===== config.mk =====
export PLATFORM = sky130hd
export DESIGN_NAME = instruction_fetch
export DESIGN_NICKNAME = d
export VERILOG_FILES = /design/src/rtl/instruction_fetch.sv
export SDC_FILE = /design/constraint.sdc
export NUM_CORES = 1
export LEC_CHECK = 0
export CAP_MARGIN = 20
export CORE_ASPECT_RATIO = 0.6
export CORE_MARGIN = 10
export CORE_UTILIZATION = 40
export CTS_BUF_LIST = sky130_fd_sc_hd__clkbuf_4 sky130_fd_sc_hd__clkbuf_8 sky130_fd_sc_hd__clkbuf_16
export CTS_CLUSTER_SIZE = 25
export DETAILED_ROUTE_END_ITERATION = 12
export GPL_TIMING_DRIVEN = 1
export MAX_ROUTING_LAYER = met4
export PLACE_DENSITY = 0.68
export SLEW_MARGIN = 20
export SYNTH_ARGS = -nofsm -noshare
export SYNTH_HDL_FRONTEND = slang
export SYNTH_SLANG_ARGS = --single-unit

===== constraint.sdc =====
create_clock -name clk -period 3.2 [get_ports clk]
set_input_delay 0.96 -clock clk [delete_from_list [all_inputs] [get_ports clk]]
set_output_delay 0.96 -clock clk [all_outputs]
set_load 0.05 [all_outputs]

===== src/rtl/instruction_fetch.sv =====
// Instruction prefetch unit: issues in-order word reads, buffers responses in a
// small FIFO, and handles branch redirects by discarding responses already in flight.
//
// state | meaning
// IDLE  | not fetching; waits for start
// RUN   | issuing requests under the credit limit and buffering responses
// FLUSH | after a redirect, dropping responses for requests issued before it

`ifndef INSTRUCTION_WIDTH
`define INSTRUCTION_WIDTH 32
`endif

module instruction_fetch #(
  parameter int FIFO_DEPTH = 4,
  parameter int ADDR_WIDTH = 16
) (
  input  logic                          clk,
  input  logic                          rst_n,
  input  logic                          start,
  input  logic [ADDR_WIDTH-1:0]         start_pc,
  input  logic                          halt,
  input  logic                          redirect_valid,
  input  logic [ADDR_WIDTH-1:0]         redirect_pc,
  output logic                          imem_req,
  output logic [ADDR_WIDTH-1:0]         imem_addr,
  input  logic                          imem_gnt,
  input  logic                          imem_rvalid,
  input  logic [`INSTRUCTION_WIDTH-1:0] imem_rdata,
  output logic [`INSTRUCTION_WIDTH-1:0] fetch_instruction,
  output logic                          fetch_valid,
  input  logic                          fetch_ready,
  output logic                          busy
);

  localparam int PW = $clog2(FIFO_DEPTH);
  localparam int CW = PW + 1;
  localparam logic [CW:0]   DEPTH_SUM = (CW+1)'(FIFO_DEPTH);
  localparam logic [CW-1:0] DEPTH_CNT = CW'(FIFO_DEPTH);

  typedef enum logic [1:0] {IDLE, RUN, FLUSH} state_t;

  state_t                        state, state_next;
  logic [ADDR_WIDTH-1:0]         pc, pc_next;
  logic [CW-1:0]                 fifo_count, outstanding, outstanding_next;
  logic [CW-1:0]                 discard, discard_next;
  logic [PW-1:0]                 rd_ptr, wr_ptr;
  logic [`INSTRUCTION_WIDTH-1:0] mem [FIFO_DEPTH];
  logic                          grant, push, pop, flush;

  // Credit: buffered plus in-flight never exceeds the buffer size, so no overflow.
  always_comb begin
    imem_req = 1'b0;
    if (state == RUN && !halt && !redirect_valid &&
        ({1'b0, fifo_count} + {1'b0, outstanding}) < DEPTH_SUM)
      imem_req = 1'b1;
  end

  assign imem_addr         = pc;
  assign fetch_valid       = (fifo_count != '0);
  assign fetch_instruction = fetch_valid ? mem[rd_ptr] : '0;
  assign busy              = (state != IDLE);

  assign grant = imem_req && imem_gnt;
  assign flush = redirect_valid && (state != IDLE);
  assign push  = (state == RUN) && imem_rvalid && !redirect_valid;
  assign pop   = fetch_valid && fetch_ready && !flush;

  always_comb begin
    state_next       = state;
    pc_next          = pc;
    outstanding_next = outstanding;
    discard_next     = discard;
    case (state)
      IDLE: begin
        if (start) begin
          pc_next    = start_pc;
          state_next = RUN;
        end
      end
      RUN, FLUSH: begin
        if (redirect_valid) begin
          pc_next          = redirect_pc;
          outstanding_next = outstanding - CW'(imem_rvalid);
          discard_next     = outstanding_next;
          state_next       = (outstanding_next != '0) ? FLUSH : RUN;
        end else if (state == FLUSH) begin
          if (imem_rvalid) begin
            outstanding_next = outstanding - CW'(1);
            discard_next     = discard - CW'(1);
            if (discard == CW'(1))
              state_next = RUN;
          end
        end else begin
          outstanding_next = outstanding + CW'(grant) - CW'(imem_rvalid);
          if (grant)
            pc_next = pc + ADDR_WIDTH'(1);
          if (halt && outstanding == '0 && fifo_count == '0)
            state_next = IDLE;
        end
      end
      default: state_next = IDLE;
    endcase
  end

  always_ff @(posedge clk or negedge rst_n) begin
    if (!rst_n) begin
      state       <= IDLE;
      pc          <= '0;
      outstanding <= '0;
      discard     <= '0;
      fifo_count  <= '0;
      rd_ptr      <= '0;
      wr_ptr      <= '0;
    end else begin
      state       <= state_next;
      pc          <= pc_next;
      outstanding <= outstanding_next;
      discard     <= discard_next;
      if (flush) begin
        fifo_count <= '0;
        rd_ptr     <= '0;
        wr_ptr     <= '0;
      end else begin
        if (push)
          wr_ptr <= wr_ptr + PW'(1);
        if (pop)
          rd_ptr <= rd_ptr + PW'(1);
        fifo_count <= fifo_count + CW'(push) - CW'(pop);
      end
    end
  end

  // Storage needs no reset: contents are only visible while fifo_count is nonzero.
  always_ff @(posedge clk) begin
    if (push)
      mem[wr_ptr] <= imem_rdata;
  end

`ifndef SYNTHESIS
  assert property (@(posedge clk) disable iff (!rst_n) !(push && fifo_count == DEPTH_CNT))
    else $error("push into full prefetch buffer");
`endif

endmodule


==> impl_metrics.prom, run 1 <==
# TYPE chip_impl_metric gauge
chip_impl_info{name="outcome",value="complete, no violations"} 1
chip_impl_metric{name="synth_cells",unit=""} 495
chip_impl_metric{name="post_cts_resized",unit=""} 0
chip_impl_info{name="synth_top_flop_cell",value="sky130_fd_sc_hd__edfxtp_1"} 1
chip_impl_metric{name="antenna_violations_before_repair",unit=""} 2
chip_impl_metric{name="port_buffers",unit=""} 122
chip_impl_info{name="tritoncts",value="done"} 1
chip_impl_metric{name="synth_warnings",unit=""} 0
chip_impl_metric{name="start_util",unit=""} 0.409
chip_impl_metric{name="cts.repair_timing.setup_buffer_count",unit=""} 0
chip_impl_metric{name="max_freq",unit="MHz"} 326
chip_impl_metric{name="power_density",unit="nW/um^2"} 1040
chip_impl_metric{name="detailroute.via_count",unit=""} 4804
chip_impl_metric{name="design.core.area",unit="um^2"} 18100
chip_impl_metric{name="drtAntennaViolNets",unit=""} 0
chip_impl_info{name="path_class",value="register to output port"} 1
chip_impl_metric{name="chipHeight",unit="um"} 125
chip_impl_info{name="critPathCaptureType",value="output port"} 1
chip_impl_info{name="worst_setup_path_startpoint",value="state[0]"} 1
chip_impl_metric{name="ys_seq_area_frac",unit=""} 0.623
chip_impl_metric{name="areaGrowthSynthToFinish",unit="%"} 34.5
chip_impl_metric{name="report.final.slew_viol_count",unit=""} 0
chip_impl_info{name="worstHoldStart",value="discard[1]"} 1
chip_impl_metric{name="fin_tns_setup",unit="ns"} 0
chip_impl_info{name="clockRootBuffer",value="sky130_fd_sc_hd__clkbuf_16"} 1
chip_impl_metric{name="hold_viol",unit=""} 0
chip_impl_metric{name="cts-buffers-inserted",unit=""} 17
chip_impl_info{name="timing.hold.worst.class",value="register to register"} 1
chip_impl_metric{name="vdd.ir_drop.worst",unit="mV"} 0.627
chip_impl_metric{name="synthDistinctLibCells",unit=""} 63
chip_impl_metric{name="final_min_period_over_clock_period",unit=""} 0.958
chip_impl_metric{name="first_global_vias",unit=""} 5090
chip_impl_metric{name="syn-num-nets",unit=""} 591
chip_impl_metric{name="ioPinCount",unit=""} 123
chip_impl_info{name="worst_setup_path_start_kind",value="register"} 1
chip_impl_metric{name="grt.total_usage",unit=""} 0.155
chip_impl_metric{name="max-clock-path-buffers",unit=""} 2
chip_impl_metric{name="synthesis.area",unit="um^2"} 7410
chip_impl_metric{name="area_of_the_multi_input_gates",unit="um^2"} 2600
chip_impl_metric{name="clock_sinks",unit=""} 159
chip_impl_metric{name="synthesis_stage_register_bit_count",unit=""} 159
chip_impl_info{name="uppermost_layer_routed",value="met4"} 1
chip_impl_metric{name="routabilityCongestion",unit=""} 0.941
chip_impl_metric{name="clk_pin_slew",unit="ns"} 0.07
chip_impl_metric{name="power.leakage",unit="nW"} 3.56
chip_impl_metric{name="first_iteration_detailed_routing_drc_count",unit=""} 481
chip_impl_metric{name="cts-htree-levels",unit=""} 4
chip_impl_metric{name="detailroute.wirelength.met2",unit="um"} 8590
chip_impl_metric{name="netlist.area_leader.share",unit=""} 0.519
chip_impl_metric{name="synth_area_per_cell",unit="um^2"} 15.0
chip_impl_info{name="rsz0062_at_grt",value="no"} 1
chip_impl_metric{name="synth_edf_count",unit=""} 128
chip_impl_info{name="synth_area_leaders",value="sky130_fd_sc_hd__edfxtp_1 (52%), sky130_fd_sc_hd__dfrtp_1 (10%), sky130_fd_sc_hd__mux4_2 (9.7%)"} 1
chip_impl_metric{name="timing.max_slew.rel_slack",unit=""} 0.522
chip_impl_metric{name="drcViolationCount",unit=""} 0
chip_impl_metric{name="detail_route.wl_per_cell",unit="um"} 20.5
chip_impl_metric{name="finalNetCount",unit=""} 729
chip_impl_info{name="reg2reg_from",value="outstanding[2]"} 1
chip_impl_metric{name="asyncSetResetFlopFracSynth",unit=""} 0.195
chip_impl_metric{name="drt_first_pass_iters",unit=""} 5
chip_impl_metric{name="grt_first_pass_wirelength",unit="um"} 29200
chip_impl_metric{name="final_instance_count_excl_fillers",unit=""} 888
chip_impl_metric{name="fp.dieW",unit="um"} 196
chip_impl_metric{name="route.detailed.vias_per_inst",unit=""} 5.41
chip_impl_metric{name="required",unit="ns"} 2.24
chip_impl_metric{name="std_cell_rows",unit=""} 38
chip_impl_metric{name="routedLengthMet1",unit="um"} 8510
chip_impl_metric{name="met3RoutedLength",unit="um"} 1010
chip_impl_metric{name="clock_insertion_delay_worst_skew",unit="ns"} 0.42
chip_impl_metric{name="setup_viol",unit=""} 0
chip_impl_metric{name="crit_arrival",unit="ns"} 2.11
chip_impl_metric{name="maxCapViolations",unit=""} 0
chip_impl_metric{name="fraction_of_layout_cells_with_a_size_suffix_above_1",unit=""} 0.224
chip_impl_metric{name="postCtsHoldBufs",unit=""} 0
chip_impl_info{name="synth_largest_area_cell",value="sky130_fd_sc_hd__edfxtp_1"} 1
chip_impl_metric{name="tightest_slew",unit="ns"} 0.710
chip_impl_metric{name="grt_max_degree",unit=""} 35
chip_impl_metric{name="wl",unit="um"} 18200
chip_impl_metric{name="fin_worst_skew",unit="ns"} 0.0115
chip_impl_metric{name="num-fill-cells",unit=""} 1405
chip_impl_metric{name="global_route.overflow_total",unit=""} 0
chip_impl_metric{name="worst-path-max-fanout",unit=""} 5
chip_impl_metric{name="instance_count_after_placement_with_tap_cells_included",unit=""} 854
chip_impl_metric{name="detailedPlacementHpwl",unit="um"} 12900
chip_impl_metric{name="area.sequential",unit="um^2"} 4620
chip_impl_metric{name="die_footprint",unit="um^2"} 24500
chip_impl_metric{name="period_needed",unit="ns"} 3.07
## metal layers
layer / global-route usage / up-vias
li1: - / 2201
met1: 0.212 / 2446
met2: 0.224 / 145
met3: 0.0416 / 12
met4: 0.0371 / 0
met5: - / -
## critical path: stages, from the launching register on
cell	delay [ns]
sky130_fd_sc_hd__dfrtp_1	0.41
sky130_fd_sc_hd__inv_1	0.10
sky130_fd_sc_hd__ha_1	0.26
sky130_fd_sc_hd__inv_1	0.11
sky130_fd_sc_hd__clkdlybuf4s50_1	0.82
## area by class of cell
cell class                 instances  share of cell area
inverter                          16             0.00603
sequential                       159               0.464
antenna                            2            0.000502
tap                              240              0.0301
timing repair buffer             146               0.181
multi-input combinational        293               0.260
clock inverter                    14              0.0147
clock buffer                      18              0.0434
## cells in the final DEF, fill, tap and decap left out, types with 15 or more instances in the layout
cell / count
sky130_fd_sc_hd__buf_4: 19
sky130_fd_sc_hd__clkbuf_16: 17
sky130_fd_sc_hd__o21ai_0: 18
sky130_fd_sc_hd__inv_1: 15
sky130_fd_sc_hd__nand2_1: 24
sky130_fd_sc_hd__dfrtp_1: 29
sky130_fd_sc_hd__nor2_1: 15
sky130_fd_sc_hd__edfxtp_1: 128
sky130_fd_sc_hd__ha_1: 22
sky130_fd_sc_hd__mux4_2: 32
sky130_fd_sc_hd__clkdlybuf4s50_1: 88
sky130_fd_sc_hd__and2_1: 34
sky130_fd_sc_hd__buf_12: 39
## registers in the layout, summed over array words and instances (netlist names)
name	count
mem	128
imem_addr	16
outstanding	3
discard	3
wr_ptr	2
state	2
rd_ptr	2
fifo_count	3
## synthesized netlist by cell type (2+ instances only)
library cell and count:
sky130_fd_sc_hd__xnor2_1 3, sky130_fd_sc_hd__nand3_1 10, sky130_fd_sc_hd__nor2_1 15, sky130_fd_sc_hd__and2_1 34, sky130_fd_sc_hd__mux2i_1 2, sky130_fd_sc_hd__and4_1 3, sky130_fd_sc_hd__mux2_1 2, sky130_fd_sc_hd__o221a_1 2
sky130_fd_sc_hd__o22a_1 2, sky130_fd_sc_hd__fa_1 2, sky130_fd_sc_hd__o311ai_0 2, sky130_fd_sc_hd__a31oi_1 11, sky130_fd_sc_hd__nand2b_1 10, sky130_fd_sc_hd__mux4_2 32, sky130_fd_sc_hd__and3_1 7, sky130_fd_sc_hd__nand4_1 6
sky130_fd_sc_hd__o32a_1 4, sky130_fd_sc_hd__ha_1 22, sky130_fd_sc_hd__o21ai_0 19, sky130_fd_sc_hd__dfrtp_1 31, sky130_fd_sc_hd__inv_1 15, sky130_fd_sc_hd__a211o_1 2, sky130_fd_sc_hd__clkbuf_1 8, sky130_fd_sc_hd__nor2b_1 8
sky130_fd_sc_hd__edfxtp_1 128, sky130_fd_sc_hd__nand2_1 24, sky130_fd_sc_hd__nor3_1 4, sky130_fd_sc_hd__o211ai_1 3, sky130_fd_sc_hd__and4_2 3, sky130_fd_sc_hd__buf_6 3, sky130_fd_sc_hd__buf_2 13, sky130_fd_sc_hd__buf_1 2
sky130_fd_sc_hd__or3_1 2, sky130_fd_sc_hd__xor2_1 7, sky130_fd_sc_hd__a21oi_1 12, sky130_fd_sc_hd__o41ai_2 2, sky130_fd_sc_hd__a21o_1 4, sky130_fd_sc_hd__a211oi_1 7, sky130_fd_sc_hd__o21ai_1 5
## power by group
group          total [mW]  switching [mW]  internal [mW]  leakage [nW]
Combinational        5.56            3.12           2.44          1.76
Clock                1.95           0.903           1.05         0.277
Sequential           2.84           0.314           2.53          1.52
Total                10.4            4.34           6.01          3.56
## logic make-up (layout without fill, tap and decap cells)
logic type                 Yosys count  count (layout)  share of synthesized area
xor gates and xnor gates            10              10                     0.0118
AOI/OAI and AO/OA                   89              89                     0.0868
muxes                               36              36                      0.103
and+or+nand+nor                    134             134                      0.105
adders and majority gates           24              24                     0.0426
DFF                                159             159                      0.623
other                                0               2                          0
buffers and inverters               43             194                     0.0275
## worst paths after layout
kind	slack, ns	cells after the start	to
worst min register to register	0.52	1	discard[1]
worst min-delay path	0.52	1	discard[1]
max in group asynchronous	1.89	2	rd_ptr[0]
worst max-delay path	0.13	4	busy
worst max register to register	0.27	12	outstanding[2]
min in group asynchronous	0.95	2	imem_addr[3]
## stage by stage
step / hold WS, ns / cell area (um^2) / utilization / total power, mW / worst slack, ns
final: 0.523 / 9970 / 0.550 / 10.4 / 0.134
after global routing: 0.566 / 9970 / 0.550 / 10.9 / 0.0296
after CTS: 0.531 / 9960 / 0.550 / 10.5 / 0.00532
after detailed placement: 0.512 / 9380 / 0.518 / 8.46 / -0.388
after global placement: 0.480 / 9380 / 0.518 / 8.38 / -0.358
after floorplan: 0.464 / 7420 / - / 6.16 / 0.0252
Power figures use the tool's default switching activity.
==> run 2, diff against run 1 <==
--- a/config.mk
+++ b/config.mk
@@ -10,12 +10,13 @@
 export CORE_MARGIN = 10
 export CORE_UTILIZATION = 40
 export CTS_BUF_LIST = sky130_fd_sc_hd__clkbuf_4 sky130_fd_sc_hd__clkbuf_8 sky130_fd_sc_hd__clkbuf_16
+export CTS_CLUSTER_DIAMETER = 120
 export CTS_CLUSTER_SIZE = 25
 export DETAILED_ROUTE_END_ITERATION = 12
+export GPL_ROUTABILITY_DRIVEN = 0
 export GPL_TIMING_DRIVEN = 1
 export MAX_ROUTING_LAYER = met4
 export PLACE_DENSITY = 0.68
-export SLEW_MARGIN = 20
 export SYNTH_ARGS = -nofsm -noshare
 export SYNTH_HDL_FRONTEND = slang
 export SYNTH_SLANG_ARGS = --single-unit
==> impl_metrics.prom, run 2 (synthesized netlist as in run 1, its figures left out) <==
# TYPE chip_impl_metric gauge
chip_impl_metric{name="worst-path-max-fanout",unit=""} 5
chip_impl_metric{name="setup_viol",unit=""} 0
chip_impl_info{name="worstHoldStart",value="imem_addr[15]"} 1
chip_impl_metric{name="post_cts_resized",unit=""} 0
chip_impl_metric{name="p_total",unit="mW"} 10.3
chip_impl_metric{name="postCtsHoldBufs",unit=""} 0
chip_impl_metric{name="route.detailed.vias_per_inst",unit=""} 5.46
chip_impl_metric{name="grt.total_usage",unit=""} 0.152
chip_impl_metric{name="max_reg_flops",unit=""} 128
chip_impl_info{name="path_class",value="register to output port"} 1
chip_impl_metric{name="fin_worst_skew",unit="ns"} 0.0125
chip_impl_metric{name="instance_count_after_placement_with_tap_cells_included",unit=""} 853
chip_impl_metric{name="finalNetCount",unit=""} 728
chip_impl_metric{name="chipHeight",unit="um"} 125
chip_impl_metric{name="period_needed",unit="ns"} 3.08
chip_impl_metric{name="max_freq",unit="MHz"} 325
chip_impl_metric{name="grt_first_pass_wirelength",unit="um"} 28700
chip_impl_metric{name="holdPathStages",unit=""} 1
chip_impl_info{name="rsz0062_at_grt",value="no"} 1
chip_impl_metric{name="hold_viol",unit=""} 0
chip_impl_metric{name="antenna_violations_before_repair",unit=""} 0
chip_impl_info{name="hold_end",value="imem_addr[15]"} 1
chip_impl_metric{name="timing.max_slew.rel_slack",unit=""} 0.592
chip_impl_info{name="worst_setup_path_start_kind",value="register"} 1
chip_impl_metric{name="ioPinCount",unit=""} 123
chip_impl_metric{name="fin_tns_setup",unit="ns"} 0
chip_impl_metric{name="clk_pin_slew",unit="ns"} 0.07
chip_impl_metric{name="drcViolationCount",unit=""} 0
chip_impl_metric{name="num-fill-cells",unit=""} 1430
chip_impl_metric{name="die_footprint",unit="um^2"} 24500
chip_impl_metric{name="power.leakage",unit="nW"} 3.55
chip_impl_info{name="clockRootBuffer",value="sky130_fd_sc_hd__clkbuf_16"} 1
chip_impl_metric{name="dpl-instance-area",unit="um^2"} 9380
chip_impl_info{name="worst_r2r_endpoint",value="outstanding[2]"} 1
chip_impl_metric{name="maxCapViolations",unit=""} 0
chip_impl_metric{name="detailroute.via_count",unit=""} 4835
chip_impl_info{name="commonest_non_fill_non_tap_cell_in_the_layout",value="sky130_fd_sc_hd__edfxtp_1"} 1
chip_impl_metric{name="power_density",unit="nW/um^2"} 1040
chip_impl_metric{name="reg2reg_depth",unit=""} 12
chip_impl_info{name="reg2reg_from",value="outstanding[2]"} 1
chip_impl_metric{name="port_buffers",unit=""} 122
chip_impl_metric{name="cts-buffers-inserted",unit=""} 17
chip_impl_metric{name="reg2reg_slack",unit="ns"} 0.27
chip_impl_metric{name="clock_sinks",unit=""} 159
chip_impl_metric{name="report.final.slew_viol_count",unit=""} 0
chip_impl_info{name="mostFrequentLayoutCells",value="sky130_fd_sc_hd__edfxtp_1 (128), sky130_fd_sc_hd__clkdlybuf4s50_1 (88), sky130_fd_sc_hd__buf_12 (39)"} 1
chip_impl_metric{name="cts.repair_timing.setup_buffer_count",unit=""} 0
chip_impl_metric{name="detail_route.wl_per_cell",unit="um"} 20.4
chip_impl_metric{name="drtAntennaViolNets",unit=""} 0
chip_impl_metric{name="cell_area_after_layout",unit="um^2"} 9930
chip_impl_metric{name="required",unit="ns"} 2.24
chip_impl_metric{name="global_route.overflow_total",unit=""} 0
chip_impl_info{name="critPathCaptureType",value="output port"} 1
chip_impl_metric{name="crit_arrival",unit="ns"} 2.12
chip_impl_metric{name="final_instance_count_excl_fillers",unit=""} 885
chip_impl_info{name="tritoncts",value="done"} 1
chip_impl_metric{name="fraction_of_layout_cells_with_a_size_suffix_above_1",unit=""} 0.222
chip_impl_metric{name="drt_first_pass_iters",unit=""} 5
chip_impl_metric{name="std_cell_rows",unit=""} 38
chip_impl_metric{name="first_global_vias",unit=""} 4982
chip_impl_info{name="timing.hold.worst.class",value="register to register"} 1
chip_impl_metric{name="tightest_slew",unit="ns"} 0.610
chip_impl_metric{name="first_iteration_detailed_routing_drc_count",unit=""} 414
chip_impl_metric{name="wl",unit="um"} 18100
chip_impl_metric{name="antenna_cells_inserted",unit=""} 0
chip_impl_metric{name="max-clock-path-buffers",unit=""} 2
chip_impl_info{name="outcome",value="complete, no violations"} 1
chip_impl_metric{name="areaGrowthSynthToFinish",unit="%"} 34.0
chip_impl_metric{name="start_util",unit=""} 0.409
chip_impl_metric{name="vdd.ir_drop.worst",unit="mV"} 0.625
chip_impl_metric{name="grt_max_degree",unit=""} 35
chip_impl_metric{name="final_min_period_over_clock_period",unit=""} 0.961
chip_impl_metric{name="detailedPlacementHpwl",unit="um"} 12500
chip_impl_metric{name="clock_insertion_delay_worst_skew",unit="ns"} 0.42
chip_impl_metric{name="cts-htree-levels",unit=""} 4
chip_impl_info{name="max_flop_register",value="mem"} 1
chip_impl_metric{name="design.core.area",unit="um^2"} 18100
chip_impl_metric{name="fp.dieW",unit="um"} 196
-- run 2: cell count changes in the layout (fill, tap and decap cells not counted) --
cell / delta
sky130_fd_sc_hd__clkinv_1: +1
sky130_fd_sc_hd__buf_4: -1
sky130_fd_sc_hd__clkinvlp_4: -1
sky130_fd_sc_hd__diode_2: -2
sky130_fd_sc_hd__clkinv_8: -2
sky130_fd_sc_hd__inv_8: -3
sky130_fd_sc_hd__inv_6: +3
sky130_fd_sc_hd__clkinv_4: +2
-- run 2: routing by layer --
metal	GRT usage	vias to the layer above	routed length [um]
li1	-	2196	-
met1	0.210	2466	8380
met2	0.219	156	8460
met3	0.0368	17	1050
met4	0.0394	0	165
met5	-	-	0
-- run 2: worst max-delay path, cell delays in order (launching register included) --
cell                              delay [ns]
sky130_fd_sc_hd__dfrtp_1                0.41
sky130_fd_sc_hd__inv_1                  0.10
sky130_fd_sc_hd__ha_1                   0.26
sky130_fd_sc_hd__inv_1                  0.10
sky130_fd_sc_hd__clkdlybuf4s50_1        0.83
-- run 2: metrics by stage --
step,hold WS [ns],utilization,worst slack [ns]
4_1_cts,0.523,0.548,0.00282
3_5_place_dp,0.508,0.518,-0.378
6_report,0.521,0.548,0.124
3_3_place_gp,0.479,0.518,-0.361
5_1_grt,0.541,0.548,0.0402
2_1_floorplan,0.464,-,0.0252
-- run 2: layout make-up --
| type | instances | area (um^2) | area share |
|---|---|---|---|
| multi-input cells | 293 | 2600 | 0.261 |
| clock inverters | 14 | 120 | 0.0121 |
| flip-flops and latches | 159 | 4620 | 0.466 |
| clock buffers | 18 | 433 | 0.0436 |
| repair buffers | 145 | 1800 | 0.181 |
| well taps | 240 | 300 | 0.0302 |
| inverters | 16 | 60.1 | 0.00605 |
-- run 2: power breakdown --
group	leakage, nW	switching [mW]	internal [mW]	total [mW]
combinational	1.76	3.14	2.42	5.57
clock	0.268	0.856	1.03	1.88
sequential	1.52	0.309	2.53	2.84
-- run 2: how the worst max path moves through the flow --
stage                   startpoint        endpoint  slack (ns)  cells after the start
floorplan           redirect_valid  outstanding[2]        0.03                     13
global placement              halt  outstanding[2]       -0.36                     12
detailed placement            halt  outstanding[2]       -0.38                     12
CTS                           halt        imem_req       0.003                      5
global route              state[1]            busy        0.04                      4
finish                    state[0]            busy        0.12                      4
